$ cat src/rtl/cordic_pipe_param.sv
// cordic_pipe_param
//
// Pipelined two's-complement CORDIC engine with valid/ready flow control.
// One sample per cycle; each pipeline entry carries its own valid, mode and
// zero-vector flag, so rotation and vectoring samples can be mixed freely.
// Any stall at the output freezes the whole pipeline, valid bits included.
//
// Parameters
//   WIDTH   data width of x/y/z (signed)
//   FRAC    fractional bits of x/y/z (WIDTH-FRAC >= 3)
//   STAGES  number of micro-rotation stages (1..16)
//
// Ports
//   clock      rising-edge clock
//   reset      synchronous, active-low
//   in_valid   input sample present
//   in_ready   pipeline can accept (low only while an output is stalled)
//   op_mode    0 = rotation, 1 = vectoring
//   x_in/y_in  input coordinates
//   z_in       rotation angle in radians, [-pi, pi]; ignored in vectoring
//   out_valid  result present
//   out_ready  consumer accepts
//   out_mode   op_mode carried with the sample
//   x_out/y_out gain-compensated, saturated coordinates
//   z_out      rotation: residual angle; vectoring: atan2(y, x)
//
// Latency: a sample accepted at edge t shows out_valid at edge t+STAGES+1.

module cordic_pipe_param #(
    parameter int WIDTH  = 16,
    parameter int FRAC   = 8,
    parameter int STAGES = 8
) (
    input  logic                    clock,
    input  logic                    reset,
    input  logic                    in_valid,
    output logic                    in_ready,
    input  logic                    op_mode,
    input  logic signed [WIDTH-1:0] x_in,
    input  logic signed [WIDTH-1:0] y_in,
    input  logic signed [WIDTH-1:0] z_in,
    output logic                    out_valid,
    input  logic                    out_ready,
    output logic                    out_mode,
    output logic signed [WIDTH-1:0] x_out,
    output logic signed [WIDTH-1:0] y_out,
    output logic signed [WIDTH-1:0] z_out
);

    // Two guard bits absorb the pre-rotation negation and the CORDIC gain.
    localparam int XW = WIDTH + 2;
    // Product of an XW-bit value and the (FRAC+2)-bit gain constant.
    localparam int PW = XW + FRAC + 2;

    function automatic real atan_real(input int i);
        case (i)
            0:       return 0.7853981633974483;
            1:       return 0.4636476090008061;
            2:       return 0.24497866312686414;
            3:       return 0.12435499454676144;
            4:       return 0.06241880999595735;
            5:       return 0.031239833430268277;
            6:       return 0.015623728620476831;
            7:       return 0.007812341060101111;
            8:       return 0.0039062301319669718;
            9:       return 0.0019531225164788188;
            10:      return 0.0009765621895593195;
            11:      return 0.0004882812111948983;
            12:      return 0.00024414062014936177;
            13:      return 0.00012207031189367021;
            14:      return 0.00006103515617420877;
            default: return 0.000030517578115526096;
        endcase
    endfunction

    // Round a positive real constant to nearest at FRAC fractional bits.
    function automatic int round_frac(input real v);
        return $rtoi(v * (2.0 ** FRAC) + 0.5);
    endfunction

    localparam logic signed [WIDTH-1:0] PI_2     = WIDTH'(round_frac(1.5707963267948966));
    localparam logic signed [WIDTH-1:0] NEG_PI_2 = -PI_2;
    localparam logic signed [FRAC+1:0]  KC       = (FRAC+2)'(round_frac(0.6072529));
    localparam logic signed [PW-1:0]    HALF     = PW'(longint'(1) <<< (FRAC - 1));
    localparam logic signed [PW-1:0]    MAX_OUT  = PW'((longint'(1) <<< (WIDTH - 1)) - 1);
    localparam logic signed [PW-1:0]    MIN_OUT  = -MAX_OUT - PW'(1);

    // Index 0 holds the pre-rotation result; index k holds micro stage k-1.
    logic                    valid_reg [0:STAGES];
    logic                    mode_reg  [0:STAGES];
    logic                    zero_reg  [0:STAGES];
    logic signed [XW-1:0]    x_reg     [0:STAGES];
    logic signed [XW-1:0]    y_reg     [0:STAGES];
    logic signed [WIDTH-1:0] z_reg     [0:STAGES];
    logic signed [XW-1:0]    x_next    [0:STAGES];
    logic signed [XW-1:0]    y_next    [0:STAGES];
    logic signed [WIDTH-1:0] z_next    [0:STAGES];

    logic                    advance;
    logic signed [XW-1:0]    x_ext;
    logic signed [XW-1:0]    y_ext;
    logic signed [XW-1:0]    pre_x_next;
    logic signed [XW-1:0]    pre_y_next;
    logic signed [WIDTH-1:0] pre_z_next;

    // The only stall source is a held result, so the whole pipe moves together.
    assign in_ready = !(out_valid && !out_ready);
    assign advance  = in_ready;

    assign x_ext = {{2{x_in[WIDTH-1]}}, x_in};
    assign y_ext = {{2{y_in[WIDTH-1]}}, y_in};

    // Quadrant pre-rotation brings the vector/angle into the CORDIC
    // convergence range of about +/-1.74 rad.
    always_comb begin
        pre_x_next = x_ext;
        pre_y_next = y_ext;
        pre_z_next = z_in;
        if (!op_mode) begin
            if (z_in > PI_2) begin
                pre_x_next = -y_ext;
                pre_y_next = x_ext;
                pre_z_next = z_in - PI_2;
            end else if (z_in < NEG_PI_2) begin
                pre_x_next = y_ext;
                pre_y_next = -x_ext;
                pre_z_next = z_in + PI_2;
            end
        end else begin
            pre_z_next = '0;
            if (x_in < 0) begin
                if (y_in >= 0) begin
                    pre_x_next = y_ext;
                    pre_y_next = -x_ext;
                    pre_z_next = PI_2;
                end else begin
                    pre_x_next = -y_ext;
                    pre_y_next = x_ext;
                    pre_z_next = NEG_PI_2;
                end
            end
        end
    end

    assign x_next[0] = pre_x_next;
    assign y_next[0] = pre_y_next;
    assign z_next[0] = pre_z_next;

    generate
        for (genvar gi = 0; gi < STAGES; gi++) begin : g_stage
            localparam logic signed [WIDTH-1:0] ATAN_I = WIDTH'(round_frac(atan_real(gi)));
            logic                 d_pos;
            logic signed [XW-1:0] x_shift;
            logic signed [XW-1:0] y_shift;

            // Rotation drives z toward 0; vectoring drives y toward 0.
            assign d_pos   = mode_reg[gi] ? (y_reg[gi] < 0) : (z_reg[gi] >= 0);
            assign x_shift = x_reg[gi] >>> gi;
            assign y_shift = y_reg[gi] >>> gi;

            assign x_next[gi+1] = d_pos ? (x_reg[gi] - y_shift) : (x_reg[gi] + y_shift);
            assign y_next[gi+1] = d_pos ? (y_reg[gi] + x_shift) : (y_reg[gi] - x_shift);
            assign z_next[gi+1] = d_pos ? (z_reg[gi] - ATAN_I)  : (z_reg[gi] + ATAN_I);
        end
    endgenerate

    // Control chain: valid, mode and zero-vector flag travel with each entry.
    always_ff @(posedge clock) begin
        if (!reset) begin
            for (int k = 0; k <= STAGES; k++) begin
                valid_reg[k] <= 1'b0;
                mode_reg[k]  <= 1'b0;
                zero_reg[k]  <= 1'b0;
            end
        end else if (advance) begin
            valid_reg[0] <= in_valid;
            mode_reg[0]  <= op_mode;
            // A null vector has no defined angle; its phase is reported as 0.
            zero_reg[0]  <= op_mode && (x_in == '0) && (y_in == '0);
            for (int k = 1; k <= STAGES; k++) begin
                valid_reg[k] <= valid_reg[k-1];
                mode_reg[k]  <= mode_reg[k-1];
                zero_reg[k]  <= zero_reg[k-1];
            end
        end
    end

    // Datapath registers need no reset: their contents are qualified by valid.
    always_ff @(posedge clock) begin
        if (advance) begin
            for (int k = 0; k <= STAGES; k++) begin
                x_reg[k] <= x_next[k];
                y_reg[k] <= y_next[k];
                z_reg[k] <= z_next[k];
            end
        end
    end

    // Gain compensation with round-half-up and saturation to WIDTH bits.
    function automatic logic signed [WIDTH-1:0] compensate(input logic signed [XW-1:0] v);
        logic signed [PW-1:0] prod;
        logic signed [PW-1:0] scaled;
        prod   = PW'(v) * PW'(KC) + HALF;
        scaled = prod >>> FRAC;
        if (scaled > MAX_OUT) begin
            return MAX_OUT[WIDTH-1:0];
        end else if (scaled < MIN_OUT) begin
            return MIN_OUT[WIDTH-1:0];
        end
        return scaled[WIDTH-1:0];
    endfunction

    always_ff @(posedge clock) begin
        if (!reset) begin
            out_valid <= 1'b0;
            out_mode  <= 1'b0;
            x_out     <= '0;
            y_out     <= '0;
            z_out     <= '0;
        end else if (advance) begin
            out_valid <= valid_reg[STAGES];
            // Result registers only change when a real sample lands.
            if (valid_reg[STAGES]) begin
                out_mode <= mode_reg[STAGES];
                x_out    <= compensate(x_reg[STAGES]);
                y_out    <= compensate(y_reg[STAGES]);
                z_out    <= zero_reg[STAGES] ? '0 : z_reg[STAGES];
            end
        end
    end

endmodule

$ cat config.mk
export PLATFORM = sky130hd
export DESIGN_NAME = cordic_pipe_param
export DESIGN_NICKNAME = d
export VERILOG_FILES = /design/src/rtl/cordic_pipe_param.sv
export SDC_FILE = /design/constraint.sdc
export NUM_CORES = 2
export LEC_CHECK = 0
export CAP_MARGIN = 20
export CORE_MARGIN = 2
export CORE_UTILIZATION = 58
export DETAILED_ROUTE_END_ITERATION = 16
export GPL_TIMING_DRIVEN = 0
export PLACE_DENSITY = 0.78
export RECOVER_POWER = 25
export SYNTH_ARGS = -nofsm -noshare
export SYNTH_HDL_FRONTEND = slang
export SYNTH_SLANG_ARGS = --single-unit
$ cat constraint.sdc
create_clock -name clock -period 19.85 [get_ports clock]
set_input_delay 3.97 -clock clock [delete_from_list [all_inputs] [get_ports clock]]
set_output_delay 3.97 -clock clock [all_outputs]
set_load 0.01 [all_outputs]
# Word level (Yosys, flattened, before mapping)
# Memory sizes are Yosys's and may differ from the RTL's. A register that Yosys moved wholly into a read port is not among the register bits.
# Index checks and enable logic that the tools add are counted.
[word_totals]
ff_bits = 49
ramBits = 495
inputBits = 53
mem_count = 6
[memory_table]
columns = ["memory", "words", "word_bits", "rd", "rd_ports_with_merged_regs", "wr", "line", "source"]
rows = [
  ["x_reg", 9, 18, 9, 0, 9, "92", "logic signed [XW-1:0] x_reg [0:STAGES];"],
  ["y_reg", 9, 18, 9, 0, 9, "93", "logic signed [XW-1:0] y_reg [0:STAGES];"],
  ["z_reg", 9, 16, 9, 0, 9, "94", "logic signed [WIDTH-1:0] z_reg [0:STAGES];"],
  ["mode_reg", 9, 1, 9, 1, 9, "90", "logic mode_reg [0:STAGES];"],
  ["valid_reg", 9, 1, 9, 0, 9, "89", "logic valid_reg [0:STAGES];"],
  ["zero_reg", 9, 1, 9, 0, 9, "91", "logic zero_reg [0:STAGES];"],
]
[classes]
n_addsub = 53
multipliers = 2
n_lt_le_gt_ge = 24
mux = 95
bitwise_logic = 28
n_reduce_logical = 9
[op_table]
columns = ["operator", "count"]
rows = [
  ["$mux W18", 26],
  ["$mux W16", 20],
  ["$ge A16 B1 Y1 const B", 9],
  ["$lt A18 B1 Y1 const B", 8],
  ["$add A27 B9 Y28 const B", 2],
  ["$mul A18 B9 Y27 const B", 2],
  ["$mux W1", 49],
  ["$gt A20 B16 Y1 const B", 2],
  ["$lt A20 B16 Y1 const B", 2],
  ["$add A18 B11 Y18", 2],
  ["$add A18 B12 Y18", 2],
  ["$add A18 B13 Y18", 2],
  ["$add A18 B14 Y18", 2],
  ["$add A18 B15 Y18", 2],
  ["$add A18 B16 Y18", 2],
  ["$add A18 B17 Y18", 2],
  ["$neg A16 Y18", 2],
  ["$sub A18 B11 Y18", 2],
  ["$sub A18 B12 Y18", 2],
  ["$sub A18 B13 Y18", 2],
  ["$sub A18 B14 Y18", 2],
  ["$sub A18 B15 Y18", 2],
  ["$sub A18 B16 Y18", 2],
  ["$sub A18 B17 Y18", 2],
  ["other kinds (27)", 61],
]

# Depth between registers and ports, before layout
[logic_depth]
word_depth = 9
ltp_mapped = 20
mapped_depth_nobuf = 19

# Least setup slack after synthesis
# No wires, ideal clock.
[synth_path]
path_kind = "input -> output"
startpoint = "input port out_ready"
endpoint = "output port in_ready"
arrival_time_ps = 17069
slack_ps = -1189
path_stages = 4
path_buffers = 2
cell_sequence = "nor2b_1 inv_1 clkbuf_1 clkbuf_1"
[synth_between]
elab_chain_cells = 3
[synth_lines]
columns = ["item", "line", "source"]
rows = [
  ["start, declared", "43", "input logic out_ready,"],
  ["$logic_not A1 Y1", "107", "assign in_ready = !(out_valid && !out_ready);"],
  ["$logic_and A1 B1 Y1", "107", ""],
  ["$logic_not A1 Y1", "107", ""],
  ["end, declared", "37", "output logic in_ready,"],
]
# Every way passes these cells.

# Worst setup path after layout
# Same ends and word-level chain as after synthesis.

==> flow_summary.ini <==
[outcome]
status = complete, no violations

[critical_path]
path_cells = clkdlybuf4s50_1 -> nor2b_1 -> inv_1 -> clkbuf_1 -> clkbuf_8 -> buf_16 -> buf_16 -> clkdlybuf4s50_1
endpoint = in_ready
critPathMaxStageDelay_ps = 640
reg2regPathDepth = 18
cp.arrival_ps = 7330
cp_slowest_cell = clkdlybuf4s50_1
path_class = in -> out
timing.rr.end = x_out[10]$_SDFFE_PN0P_
crit_fanout = 123
reg2reg_from = x_reg[0][153]$_DFFE_PN_
required_ps = 15880
ff2ff_setup_slack_ps = 14000
worstSetupStartpointType = primary input
worst_setup_path_end_kind = output port
startpoint = out_ready

[clock_tree]
cts_resized = 0
post_cts_buffers = 0
cts_sinks = 544
ctsHoldBuffers = 0
cts_root_buf = clkbuf_16
cts_buffer_depth = 3
cts_max_level = 2
cts_tree = yes
clkLatencyLatePin_ps = 640
path_clk_slew_ps = 60
cts_buffers = 61

[floorplan]
die_area_sq_um = 81500
core_area_sq_um = 78700
die_w_microns = 285
initial_core_util_pct = 58.4
die_y_microns = 285
rows = 103
num_io_pins = 104

[drt]
ant_nets = 0
avgRoutedWirePerCell_microns = 17.5
routed_wl_microns = 105000
drtPass1Iterations = 8
viasPerCell = 5.93
drtIter0Drc = 2045
vias = 35400
drc = 0

[sta]
setup-violations-final = 0
slew_headroom_pct = 25.4
finClkSkew_ps = 23.4
slew_viol_final = 0
rsz0062_at_grt = false
fmax_mhz = 88.5
fin_crit_ps = 11300
worstMarginPinSlew_ps = 1100
finalSetupTns_ps = 0
fin_crit_sh_pct = 56.9
hold_viol = 0

[placed_design]
hpwl_microns = 81800
gp_congestion = 0.968
port_buffers = 79

[synth]
synth_edf_count = 494
netlist_area_sq_um = 46000
syn_area_per_cell_sq_um = 9.74
synth_top_area_share_pct = 32.3
ys_warn_count = 0
async_reset_ff_share_pct = 0
ys_types = 82
synth.top_cells.by_area = edfxtp_1 32%, ha_1 15%, xnor2_1 7.0%, fa_1 5.3%, xor2_1 3.4%
synth-main-ff-cell = edfxtp_1
syn_nets = 5459
yosys.area.top_type = edfxtp_1
yosys_register_bits = 544
seq_area_frac_synth_pct = 34.5
netlist_instances = 4718

[cells_and_area]
drive_gt1_share_pct = 3.15
largest_register_ffs = 162
syn_to_final_growth_pct = 9.15
nNetsFinal = 5611

[grt]
antenna_found_initial = 2
global_route.usage.total_pct = 25.0
grt_pass1_vias = 35100
grt_max_degree = 125
grt_overflow = 0
grt_pass1_wl_microns = 168000

[flow_run]
cap_violations = 0

[worst_hold_path]
min_from = z_reg[0][51]$_DFFE_PN_
hp-class = reg -> reg
kinds of logic (layout without fill, tap and decap cells):
logic type / after synthesis / in the layout / synth area share, %
xor gates and xnor gates: 549 / 549 / 10.5
buffers and inverters: 497 / 697 / 4.10
muxes: 25 / 25 / 0.569
adders and majority gates: 688 / 688 / 20.7
and+or+nand+nor: 1251 / 1251 / 13.3
other: 0 / 1 / 0
AOI/OAI and AO/OA: 1164 / 1164 / 16.4
DFF: 544 / 544 / 34.5
critical path, delay by kind of cell:
family / cells / cell delay, ps
buffers and inverters: 7 / 3120
and+or+nand+nor: 1 / 110
Yosys cell counts (94+ instances only):
library cell    n
xor2_1        181
inv_1         369
o21ai_0       253
ha_1          567
xnor2_1       368
nor2_1        388
a21o_1         94
nor3_1        149
clkbuf_1      106
edfxtp_1      494
nand2_1       238
fa_1          121
a21oi_1       314
layout by cell type (no fill, tap or decap), types with 18 or more instances in the layout:
| master | count |
|---|---|
| a211oi_1 | 50 |
| a21boi_0 | 24 |
| a21o_1 | 94 |
| a21oi_1 | 314 |
| a311oi_1 | 26 |
| a31oi_1 | 40 |
| and2_1 | 24 |
| and3_1 | 65 |
| clkbuf_1 | 136 |
| clkbuf_16 | 63 |
| clkdlybuf4s50_1 | 79 |
| dfxtp_1 | 50 |
| edfxtp_1 | 494 |
| fa_1 | 121 |
| ha_1 | 567 |
| inv_1 | 369 |
| nand2_1 | 238 |
| nand2b_1 | 59 |
| nand3_1 | 86 |
| nand3b_1 | 25 |
| nor2_1 | 388 |
| nor2b_1 | 44 |
| nor3_1 | 149 |
| nor3b_1 | 20 |
| nor4_1 | 22 |
| o211ai_1 | 40 |
| o21a_1 | 33 |
| o21ai_0 | 253 |
| o21bai_1 | 70 |
| o22ai_1 | 40 |
| o31ai_1 | 18 |
| o41ai_1 | 39 |
| or3_1 | 74 |
| xnor2_1 | 368 |
| xor2_1 | 181 |
worst min path at each step:
stage | slack, ps | end | cells past startpoint
final | 410 | z_reg[0][67]$_DFFE_PN_ | 0
after CTS | 400 | z_reg[0][67]$_DFFE_PN_ | 0
after floorplan | 400 | z_reg[0][112]$_DFFE_PN_ | 0
after global routing | 410 | z_reg[0][67]$_DFFE_PN_ | 0
after global placement | 400 | z_reg[0][67]$_DFFE_PN_ | 0
after detailed placement | 400 | z_reg[0][64]$_DFFE_PN_ | 0
stage by stage:
step | instance area, sq um | cells | hold WS [ps] | utilization [%] | worst slack (ps)
after floorplan | 46000 | 4718 | 400 | - | 5660
after global placement | 48100 | 5847 | 400 | 61.0 | 1230
after detailed placement | 48200 | 5853 | 405 | 61.2 | 8530
after CTS | 50100 | 5964 | 401 | 63.7 | 8530
after global routing | 50200 | 5968 | 407 | 63.7 | 8320
final | 50200 | 5969 | 410 | 63.7 | 8550
layer usage:
metal  track usage [%]  vias up  share of wire [%]
li1                  -    17400                  -
met4              11.1        0                4.4
met1              27.7    16800                 39
met5                 0        -                  0
met2              47.6      883                 52
met3              3.22      272                4.4
final cells by class:
type,instances,area (sq um)
fillers,6170,28600
multi-input cells,3677,28200
flip-flops and latches,544,15800
clock buffers,88,1700
inverters,371,1390
well taps,1050,1310
repair buffers,89,955
plain buffers,126,500
clock inverters,23,225
diodes,1,2.50
Power is not shown: default switching activity piles up to over one toggle a cycle in this logic, so the estimate is an artifact.
